==> config.mk <==
export PLATFORM = sky130hd
export DESIGN_NAME = nco_sweep_ctrl
export DESIGN_NICKNAME = d
export VERILOG_FILES = /design/src/rtl/nco_sweep_ctrl_pkg.sv /design/src/rtl/nco_sweep_ctrl_next.sv /design/src/rtl/nco_sweep_ctrl.sv
export SDC_FILE = /design/constraint.sdc
export NUM_CORES = 1
export LEC_CHECK = 0
export ABC_CLOCK_PERIOD_IN_PS = 17000
export CORE_MARGIN = 3
export CORE_UTILIZATION = 40
export DETAILED_ROUTE_END_ITERATION = 6
export GPL_ROUTABILITY_DRIVEN = 0
export GPL_TIMING_DRIVEN = 0
export PLACE_DENSITY_LB_ADDON = 0.3
export SYNTH_ARGS = -nofsm -noshare
export SYNTH_HDL_FRONTEND = slang
export SYNTH_SLANG_ARGS = --single-unit
==> constraint.sdc <==
create_clock -name clk -period 17 [get_ports clk]
set_clock_uncertainty 0.05 [all_clocks]
set_input_delay 5.1 -clock clk [delete_from_list [all_inputs] [get_ports clk]]
set_output_delay 5.1 -clock clk [all_outputs]
set_load 0.03 [all_outputs]
==> src/rtl/nco_sweep_ctrl_pkg.sv <==
// nco_sweep_ctrl_pkg: shared state encoding and sweep mode codes for the NCO sweep controller
package nco_sweep_ctrl_pkg;
    typedef enum logic [2:0] {S_IDLE, S_PRIME, S_DWELL, S_STEP, S_END, S_DONE} state_t;
    localparam logic [1:0] MODE_SINGLE = 2'd0;
    localparam logic [1:0] MODE_REPEAT = 2'd1;
    localparam logic [1:0] MODE_TRI    = 2'd2;
endpackage

==> src/rtl/nco_sweep_ctrl_next.sv <==
// nco_sweep_ctrl_next: next tuning word clamped to the endpoint, plus endpoint-reached flag
module nco_sweep_ctrl_next #(
    parameter int apr = 32
) (
    input  logic [apr-1:0] cur,
    input  logic [apr-1:0] step,
    input  logic [apr-1:0] endpoint,
    input  logic           dir_down,
    output logic [apr-1:0] next,
    output logic           at_end
);
    logic [apr:0] sum;
    logic [apr:0] diff;
    always_comb begin
        sum    = {1'b0, cur} + {1'b0, step};
        diff   = {1'b0, cur} - {1'b0, step};
        // carry/borrow out of apr bits or overshoot both land exactly on the endpoint
        next   = dir_down ? ((diff[apr] || diff[apr-1:0] < endpoint) ? endpoint : diff[apr-1:0])
                          : ((sum[apr]  || sum[apr-1:0]  > endpoint) ? endpoint : sum[apr-1:0]);
        at_end = cur == endpoint;
    end
endmodule

==> src/rtl/nco_sweep_ctrl.sv <==
// nco_sweep_ctrl: sweeps the NCO tuning word from f_start to f_stop with programmable step/dwell
module nco_sweep_ctrl
    import nco_sweep_ctrl_pkg::*;
#(
    parameter int apr = 32,
    parameter int dw  = 16
) (
    input  logic           clk,
    input  logic           reset,
    input  logic           start,
    input  logic           abort,
    input  logic [apr-1:0] f_start,
    input  logic [apr-1:0] f_stop,
    input  logic [apr-1:0] f_step,
    input  logic [dw-1:0]  dwell,
    input  logic [1:0]     mode,
    input  logic           nco_valid,
    output logic [apr-1:0] phi_inc_o,
    output logic           nco_clken,
    output logic           busy,
    output logic           done,
    output logic           dir_down
);
    state_t         state, state_nx;
    logic [apr-1:0] start_r, step_r, lo, hi, ep, nxt;
    logic [dw-1:0]  dwell_r, cnt;
    logic [1:0]     mode_r;
    logic           dir0, at_end, done_r;

    // the endpoint follows the travel direction, so triangle mode swaps it just by toggling dir_down
    assign ep = dir_down ? lo : hi;

    nco_sweep_ctrl_next #(.apr(apr)) u_next (
        .cur(phi_inc_o),
        .step(step_r),
        .endpoint(ep),
        .dir_down(dir_down),
        .next(nxt),
        .at_end(at_end)
    );

    always_ff @(posedge clk or posedge reset) begin
        if (reset) state <= S_IDLE;
        else       state <= state_nx;
    end

    always_comb begin
        state_nx = state;
        if (abort) state_nx = S_IDLE;
        else
            case (state)
                S_IDLE, S_DONE: state_nx = start ? S_PRIME : state;
                S_PRIME:        state_nx = nco_valid ? S_DWELL : S_PRIME;
                S_DWELL:        state_nx = (cnt == '0) ? (at_end ? S_END : S_STEP) : S_DWELL;
                S_STEP:         state_nx = S_DWELL;
                S_END:          state_nx = (mode_r == MODE_REPEAT) ? S_DWELL :
                                           (mode_r == MODE_TRI) ? S_STEP : S_DONE;
                default:        state_nx = S_IDLE;
            endcase
    end

    always_comb begin
        nco_clken = state != S_IDLE;
        busy      = state != S_IDLE && state != S_DONE;
        done      = done_r;
    end

    always_ff @(posedge clk or posedge reset) begin
        if (reset) begin
            phi_inc_o <= '0;
            dir_down  <= 1'b0;
            dir0      <= 1'b0;
            start_r   <= '0;
            step_r    <= '0;
            lo        <= '0;
            hi        <= '0;
            dwell_r   <= '0;
            cnt       <= '0;
            mode_r    <= MODE_SINGLE;
            done_r    <= 1'b0;
        end else begin
            done_r <= 1'b0;
            if (!abort)
                case (state)
                    S_IDLE, S_DONE:
                        if (start) begin
                            phi_inc_o <= f_start;
                            start_r   <= f_start;
                            step_r    <= f_step;
                            lo        <= (f_stop < f_start) ? f_stop : f_start;
                            hi        <= (f_stop < f_start) ? f_start : f_stop;
                            dir_down  <= f_stop < f_start;
                            dir0      <= f_stop < f_start;
                            dwell_r   <= (dwell == '0) ? '0 : dwell - dw'(1);
                            mode_r    <= mode;
                        end
                    S_PRIME: cnt <= dwell_r;
                    S_DWELL: cnt <= cnt - dw'(1);
                    S_STEP: begin
                        phi_inc_o <= nxt;
                        cnt       <= dwell_r;
                    end
                    S_END:
                        if (mode_r == MODE_REPEAT) begin
                            phi_inc_o <= start_r;
                            dir_down  <= dir0;
                            cnt       <= dwell_r;
                        end else if (mode_r == MODE_TRI) dir_down <= ~dir_down;
                        else done_r <= 1'b1;
                    default: ;
                endcase
        end
    end
endmodule

Yosys cells after proc, flatten, opt, wreduce, memory -nomap -nowiden
Index checks and enable logic that the tools add are counted.

Register bits: 200. Input bits: 119. Output and inout port bits: 36.

Add/subtract/negate cells: 4. Magnitude comparators: 3. Eq/ne operators: 13. Muxes and demuxes: 28. Bitwise gates (word level): 2. Reductions and logical operators: 16.

Operator list (count): $mux 32 (8); $pmux 32 s3 (1); $lt 32x32->1 (2); $pmux 16 s3 (1); $add 32x32->33 (1); $sub 32x32->33 (1); $eq 32x32->1 (1); $gt 32x32->1 (1); $logic_not 16->1 (2); $mux 16 (2); $sub 16x1->16 const B (2); $mux 3 (6); $pmux 3 s5 (1); $ne 3x3->1 const B (3); $reduce_bool 3->1 (3); $reduce_and 4->1 (2); $mux 1 (7); $eq 3x2->1 const B (2); $eq 3x3->1 const B (2); $reduce_and 3->1 (2); $ne 2x2->1 const B (2); $reduce_or 2->1 (2); $eq 3x1->1 const B (1); $logic_not 3->1 (1); other kinds (8) (10).

Longest topological paths before layout
Gate-level depths: netlist of the first run.

Depth in word-level cells: 6. Mapped depth: 25.

Hierarchy
From an unflattened synthesis of the first run, not the netlist that was laid out.

Cells, all modules: 2020. Area total of the unflattened synthesis: 16573.4 µm².

By module, submodules not included: nco_sweep_ctrl (times used 1, cells an instance 1128, area each 10263.6 µm²); nco_sweep_ctrl_next (times used 1, cells an instance 892, area each 6309.8 µm²).

Worst setup path before layout of the first run
OpenSTA, ideal clock, no wires.

Path type: in2reg. Start: in f_start[17]. End: reg hi[13]. Library setup time: 0.133 ns. Arrival: 7.200 ns. Slack: 9.617 ns. Cell stages on the path: 14. Cell sequence: inv_1 > ha_1 > a21o_1 > a21oi_1 > nor2b_1 > o21ai_0 > a21oi_1 > a211oi_1 > o21ai_0 > a21oi_1 > buf_2 > buf_2 > mux2i_1 > o21ai_0.

Cells in the longest elaborated chain, start to end: 2.

Ends and longest elaborated chain: start: declaration (RTL line nco_sweep_ctrl.sv:12) `input logic [apr-1:0] f_start,`; $lt 32x32->1 (RTL line nco_sweep_ctrl.sv:91) `hi <= (f_stop < f_start) ? f_start : f_stop;`; $mux 32 (RTL line nco_sweep_ctrl.sv:91); end signal: assignment (RTL line nco_sweep_ctrl.sv:91); end: declaration (RTL line nco_sweep_ctrl.sv:25) `logic [apr-1:0] start_r, step_r, lo, hi, ep, nxt;`.

No other way between the ends. A chain may end at the register's enable or synchronous reset.

Worst setup path in the final report of the first run
Start: in f_start[13]. End: reg lo[2].

Cells in the longest elaborated chain, start to end: 2.

Ends and longest elaborated chain: $lt 32x32->1 (RTL line nco_sweep_ctrl.sv:90) `lo <= (f_stop < f_start) ? f_stop : f_start;`; $mux 32 (RTL line nco_sweep_ctrl.sv:90); end signal: assignment (RTL line nco_sweep_ctrl.sv:90); end: declaration (RTL line nco_sweep_ctrl.sv:25).

No other way between the ends.

==> results of run 1 <==
## logic make-up (layout without fill, tap and decap cells)
| logic type | count (synthesis) | in the layout | synth area share |
|---|---|---|---|
| flip-flops | 200 | 200 | 0.310 |
| adder cells (fa/ha/maj) | 163 | 163 | 0.127 |
| AO/OA/AOI/OAI | 572 | 572 | 0.221 |
| buffers and inverters | 203 | 390 | 0.0511 |
| multiplexers | 153 | 153 | 0.0954 |
| AND/OR/NAND/NOR | 506 | 506 | 0.142 |
| XOR/XNOR | 100 | 100 | 0.0542 |
## worst paths after layout
kind / from / endpoint / slack (ns) / cells after the start
max: f_start[13] / lo[2]$_DFFE_PP0P_ / 8.69 / 14
min: start_r[24]$_DFFE_PP0P_ / start_r[24]$_DFFE_PP0P_ / 0.44 / 2
max reg2reg: phi_inc_o[2]$_DFFE_PP0P_ / phi_inc_o[29]$_DFFE_PP0P_ / 10.41 / 22
min reg2reg: start_r[24]$_DFFE_PP0P_ / start_r[24]$_DFFE_PP0P_ / 0.44 / 2
max in group asynchronous: reset / step_r[12]$_DFFE_PP0P_ / 10.78 / 3
min in group asynchronous: reset / mode_r[1]$_DFFE_PP0P_ / 5.03 / 2
## state kept, by name (all words and copies together) (netlist names), 2 cells and up
| register | count |
|---|---|
| phi_inc_o | 32 |
| state | 3 |
| dwell_r | 16 |
| cnt | 16 |
| step_r | 32 |
| mode_r | 2 |
| start_r | 32 |
| lo | 32 |
| hi | 32 |
## routing by layer
metal	routed length (um)	vias to the layer above	GRT usage	share of wire
met5	9	-	0	0.00017
met2	24700	656	0.408	0.45
met3	4060	102	0.0372	0.074
met4	1850	2	0.0872	0.034
li1	-	7160	-	-
met1	23900	7148	0.354	0.44
## power groups by stage
| stage | clock network (uW) | registers, uW | logic (uW) |
|---|---|---|---|
| final | 428 | 703 | 1850 |
| after CTS | 432 | 698 | 1810 |
| after detailed placement | 0 | 707 | 1800 |
| after global routing | 452 | 716 | 2020 |
| after floorplan | 0 | 700 | 1280 |
| after global placement | 0 | 702 | 1750 |
## cell type report
type	instances	area, sq um	area share
plain buffers	101	443	0.0233
well taps	518	648	0.0341
flip-flops and latches	200	5000	0.264
repair buffers	155	1570	0.0826
clock buffers	18	429	0.0226
clock inverters	14	173	0.00910
inverters	102	390	0.0206
multi-input cells	1494	10300	0.544
## placed cells by master, fill, tap and decap left out, drive strengths merged, types with 7 or more instances in the layout
cell type and instances:
or2 7, dfrtp 200, nor4 21, buf 30, a21oi 135, nand2b 17, nor2 115, o211ai 12
mux2 8, o221a 7, a22oi 21, o22a 8, xor2 15, a31oi 8, o22ai 9, o221ai 7
nor3 29, a221oi 19, xnor2 85, clkdlybuf4s50 154, a211oi 13, inv 109, o21ai 229, mux2i 145
nand4 23, ha 161, nand2 233, clkbuf 90, o21bai 16, a21o 30, nand3 13, o31ai 11
nor2b 15
## worst max-delay path, delay by kind of cell
| family | cells | cell delay, ns |
|---|---|---|
| AOI/OAI and AO/OA | 8 | 1.40 |
| adders and majority gates | 1 | 0.31 |
| buffers and inverters | 4 | 1.42 |
| muxes | 1 | 0.34 |
## metrics by stage
stage	total power [uW]	hold WS (ns)	cells	area, sq um
after floorplan	1980	0.395	1897	16200
after global placement	2460	0.412	2569	18300
after detailed placement	2510	0.416	2570	18400
after CTS	2940	0.440	2602	19000
after global routing	3190	0.455	2602	19000
final	2980	0.439	2602	19000
==> metrics, run 1 <==
power density of the placed cells 157 nW/um^2; Synth Register Bits 200; clk slew on worst S/H paths 0.08 ns; WL per Instance 21.0 um; Tot GR Track Use 0.255; largest net degree at the start of global routing 130; Die Ht 207 um; fin. max-slew vios 0; Flop pwr share 0.236; list of most frequent post-synthesis cells nand2_1, o21ai_0, dfrtp_1; clock sink count 200; die area 42800 sq um; Syn Area/Cell 8.52 sq um; Slew HR 0.231; final hold vios 0; Port-buffer cells 154; final WL 54.5 mm; max-cap viol count 0; setup repair bufs after CTS 0; antenna violation net count after detailed routing 0; Clk Latency, worst-skew pair 0.46 ns; Filler Cells Inserted 3865; Primary FF master, synth dfrtp_1; number of synthesized flops with an enable pin 0; Synth cell types 73; crit path cell chain clkdlybuf4s50_1, inv_1, ha_1, a21o_1, a21o_1, a21oi_1, o21ai_0, a21oi_1, o21ai_0, a21oi_1, buf_2, buf_2, mux2i_1, o21ai_0; Die Wd 207 um; DR DRC count 0; Yosys top cell by area dfrtp_1; switching part of the total 0.490; slowest CP cell clkdlybuf4s50_1; row cnt 72; Cell Int Power 1520 uW; Worst Hold Class reg -> reg; transition time of the tightest slew-check pin 1.15 ns; ranking of synthesized cells by area dfrtp_1, ha_1, mux2i_1; Async SR Flop Fraction 1.00; DP Wirelength 44.1 mm; Starting Density 0.411; Crit path required time 17.28 ns; setup ws final 8.69 ns; final core utilization 0.483; final net count 2353; Fmax achieved 0.120 GHz; CTS tree yes; worst-path fanout max 10; pre-CTS WS 8.27 ns; Worst Setup End Kind register; Clock H-tree levels 4; Layout area overhead 17.5%; Synth top area share 0.310; Max IR drop VDD 0.0960 mV; via count 15100; number of gates resized after cts 0; switching power total 1460 uW; CTS max path bufs 2; CTS Root Cell clkbuf_16; Arr. time, crit path 8.58 ns; cells after synthesis 1897; hold buffer count at cts 0; yosys warns 0; IO Pins 155; post-synthesis sequential area ratio 0.310; number of vias per cell 5.79; Comb power frac 0.621; ANT cells 0; number of global-route vias before repair 14700; Initial DRC Count 1339; Netlist Area Pre-Place 16200 sq um; Num CTS Buffers 17; layout cells sized above 1 0.0446; crit start category input port; status completed; syn_nets 2179; gr ovfl total 0; global-route wire length before repair 84.1 mm; Pleak 0.00843 uW; WS Path Type in -> reg; Clk pwr share 0.144; final period utilization 0.489; count leader, synth nand2_1; number of antenna violations at the first check in global routing 1; Final setup viols 0; post-route setup TNS 0 ns; Detailed Routing Iterations Pass 1 6; Placeable Area 39300 sq um; unrepaired setup endpoints after global routing no; Max stage delay on crit path 0.58 ns; Final min period 8.31 ns
Power figures use the tool's default switching activity.
==> run 2: changes to the inputs <==
Settings changed: ABC_CLOCK_PERIOD_IN_PS 17000 to 7700.
Clock period 17 ns to 7.7 ns, I/O delays scaled along.
==> run 2 against run 1 <==
Compared with the run above: combinational power is 120% higher; global-route usage is 0.059 points higher; via count grew 0.17%; count of clock-buffer cells in the layout stayed put; routed wire length about the same; sequential share of layout area fell by 0.15 points; sequential cell count unchanged; die area did not move; worst setup slack lost 7.5 ns; largest cell class unchanged; highest routed layer unchanged.
==> metrics, run 2 (synthesis gave the netlist of run 1 again) <==
slowest CP cell o32ai_2; via count 15100; Detailed Routing Iterations Pass 1 5; fin. max-slew vios 0; number of antenna violations at the first check in global routing 1; Starting Density 0.411; Die Ht 207 um; DR DRC count 0; DP Wirelength 44.5 mm; crit start category register; Tot GR Track Use 0.255; final hold vios 0; WL per Instance 20.9 um; final WL 54.6 mm; clk slew on worst S/H paths 0.08 ns; Fmax achieved 0.153 GHz; commonest cells after routing, fill and taps aside nand2_1, o21ai_0, dfrtp_1; setup ws final 1.17 ns; Final setup viols 0; global-route wire length before repair 84.1 mm; post-route setup TNS 0 ns; register area 5000 sq um; ANT cells 0; max-cap viol count 0; Final Cell Area 19100 sq um; CTS tree yes; Slew HR 0.231; Clock H-tree levels 4; Die Wd 207 um; Filler Cells Inserted 3833; Pleak 0.00848 uW; unrepaired setup endpoints after global routing no; Worst Setup End Kind register; CTS Root Cell clkbuf_16; worst-path fanout max 10; Crit path required time 7.99 ns; Initial DRC Count 1216; Placeable Area 39300 sq um; Max stage delay on crit path 0.97 ns; most common cell after layout, fill and taps aside nand2_1; die area 42800 sq um; Clk Latency, worst-skew pair 0.46 ns; power density of the placed cells 348 nW/um^2; status completed; Port-buffer cells 154; Worst Hold Class reg -> reg; final period utilization 0.848; CTS max path bufs 2; IO Pins 155; Multi-input gate area 10300 sq um; gr ovfl total 0; number of vias per cell 5.79; row cnt 72; Num CTS Buffers 17; Layout area overhead 18.1%; Final min period 6.53 ns; WS Path Type reg -> reg; Max IR drop VDD 0.190 mV; setup repair bufs after CTS 0; clock sink count 200; pre-CTS WS 1.29 ns; number of gates resized after cts 0; Arr. time, crit path 6.82 ns; crit path cell chain inv_1, ha_1, inv_1, fa_1, a211oi_1, o21ai_0, o21ai_1, o21ai_2, a31oi_1, nor2_1, o41ai_1, xnor2_1, ha_1, and2_1, a221o_1, a221o_1, o32ai_2, nor2_8, buf_4, mux2i_1, o311ai_0, a21bo_1; hold buffer count at cts 0; final net count 2357; transition time of the tightest slew-check pin 1.15 ns; antenna violation net count after detailed routing 0; layout cells sized above 1 0.0469; number of global-route vias before repair 14700; placed inst area 18500 sq um; largest net degree at the start of global routing 43
-- run 2: changes by cell type in the layout (fill, tap and decap cells not counted) --
cell | before | now
clkbuf_8 | 0 | 1
bufinv_16 | 0 | 2
clkinv_2 | 0 | 1
clkinvlp_4 | 2 | 1
clkinv_4 | 1 | 2
inv_8 | 4 | 3
buf_16 | 1 | 0
buf_12 | 0 | 5
clkbuf_1 | 73 | 72
inv_12 | 2 | 0
-- run 2: final timing paths --
path	from	end	slack, ns	depth (start not counted)
max in group asynchronous	reset	step_r[26]$_DFFE_PP0P_	4.53	4
worst max register to register	phi_inc_o[0]$_DFFE_PP0P_	phi_inc_o[29]$_DFFE_PP0P_	1.17	22
worst min register to register	dwell_r[4]$_DFFE_PP0P_	dwell_r[4]$_DFFE_PP0P_	0.43	2
worst max-delay path	phi_inc_o[0]$_DFFE_PP0P_	phi_inc_o[29]$_DFFE_PP0P_	1.17	22
min in group asynchronous	reset	start_r[0]$_DFFE_PP0P_	2.18	2
worst min-delay path	dwell_r[4]$_DFFE_PP0P_	dwell_r[4]$_DFFE_PP0P_	0.43	2
-- run 2: critical path: cells and delay by family, from the launching register on --
kind                       cells  cell delay, ns
AOI/OAI and AO/OA             11            3.84
adders and majority gates      3            0.90
DFF                            1            0.42
buffers and inverters          3            0.40
and+or+nand+nor                3            0.37
xor gates and xnor gates       1            0.27
muxes                          1            0.15
-- run 2: where the power goes --
| group | total (uW) | switching [uW] | internal [uW] |
|---|---|---|---|
| Clock | 982 | 473 | 508 |
| Combinational | 4100 | 2470 | 1640 |
| Sequential | 1550 | 263 | 1290 |
-- run 2: per-stage QoR --
stage / util / total power, uW / hold slack, ns / instances
final: 0.486 / 6640 / 0.435 / 2606
after global routing: 0.486 / 7100 / 0.457 / 2606
after floorplan: - / 4370 / 0.395 / 1897
after global placement: 0.467 / 5430 / 0.413 / 2569
after detailed placement: 0.470 / 5540 / 0.420 / 2574
after CTS: 0.486 / 6550 / 0.438 / 2606
-- run 2: metal layers --
layer | vias to the layer above | share of wire | routed length, um | track usage
met5 | - | 0.00024 | 13 | 0
met4 | 2 | 0.037 | 2040 | 0.0929
met3 | 100 | 0.070 | 3830 | 0.0395
met2 | 651 | 0.45 | 24700 | 0.412
met1 | 7173 | 0.44 | 24000 | 0.349
li1 | 7168 | - | - | -
-- run 2: layout make-up --
type	instances	area share
well taps	518	0.0340
inverters	102	0.0203
multi-input cells	1494	0.541
flip-flops and latches	200	0.262
repair buffers	159	0.0860
clock buffers	18	0.0230
clock inverters	14	0.0104
plain buffers	101	0.0232
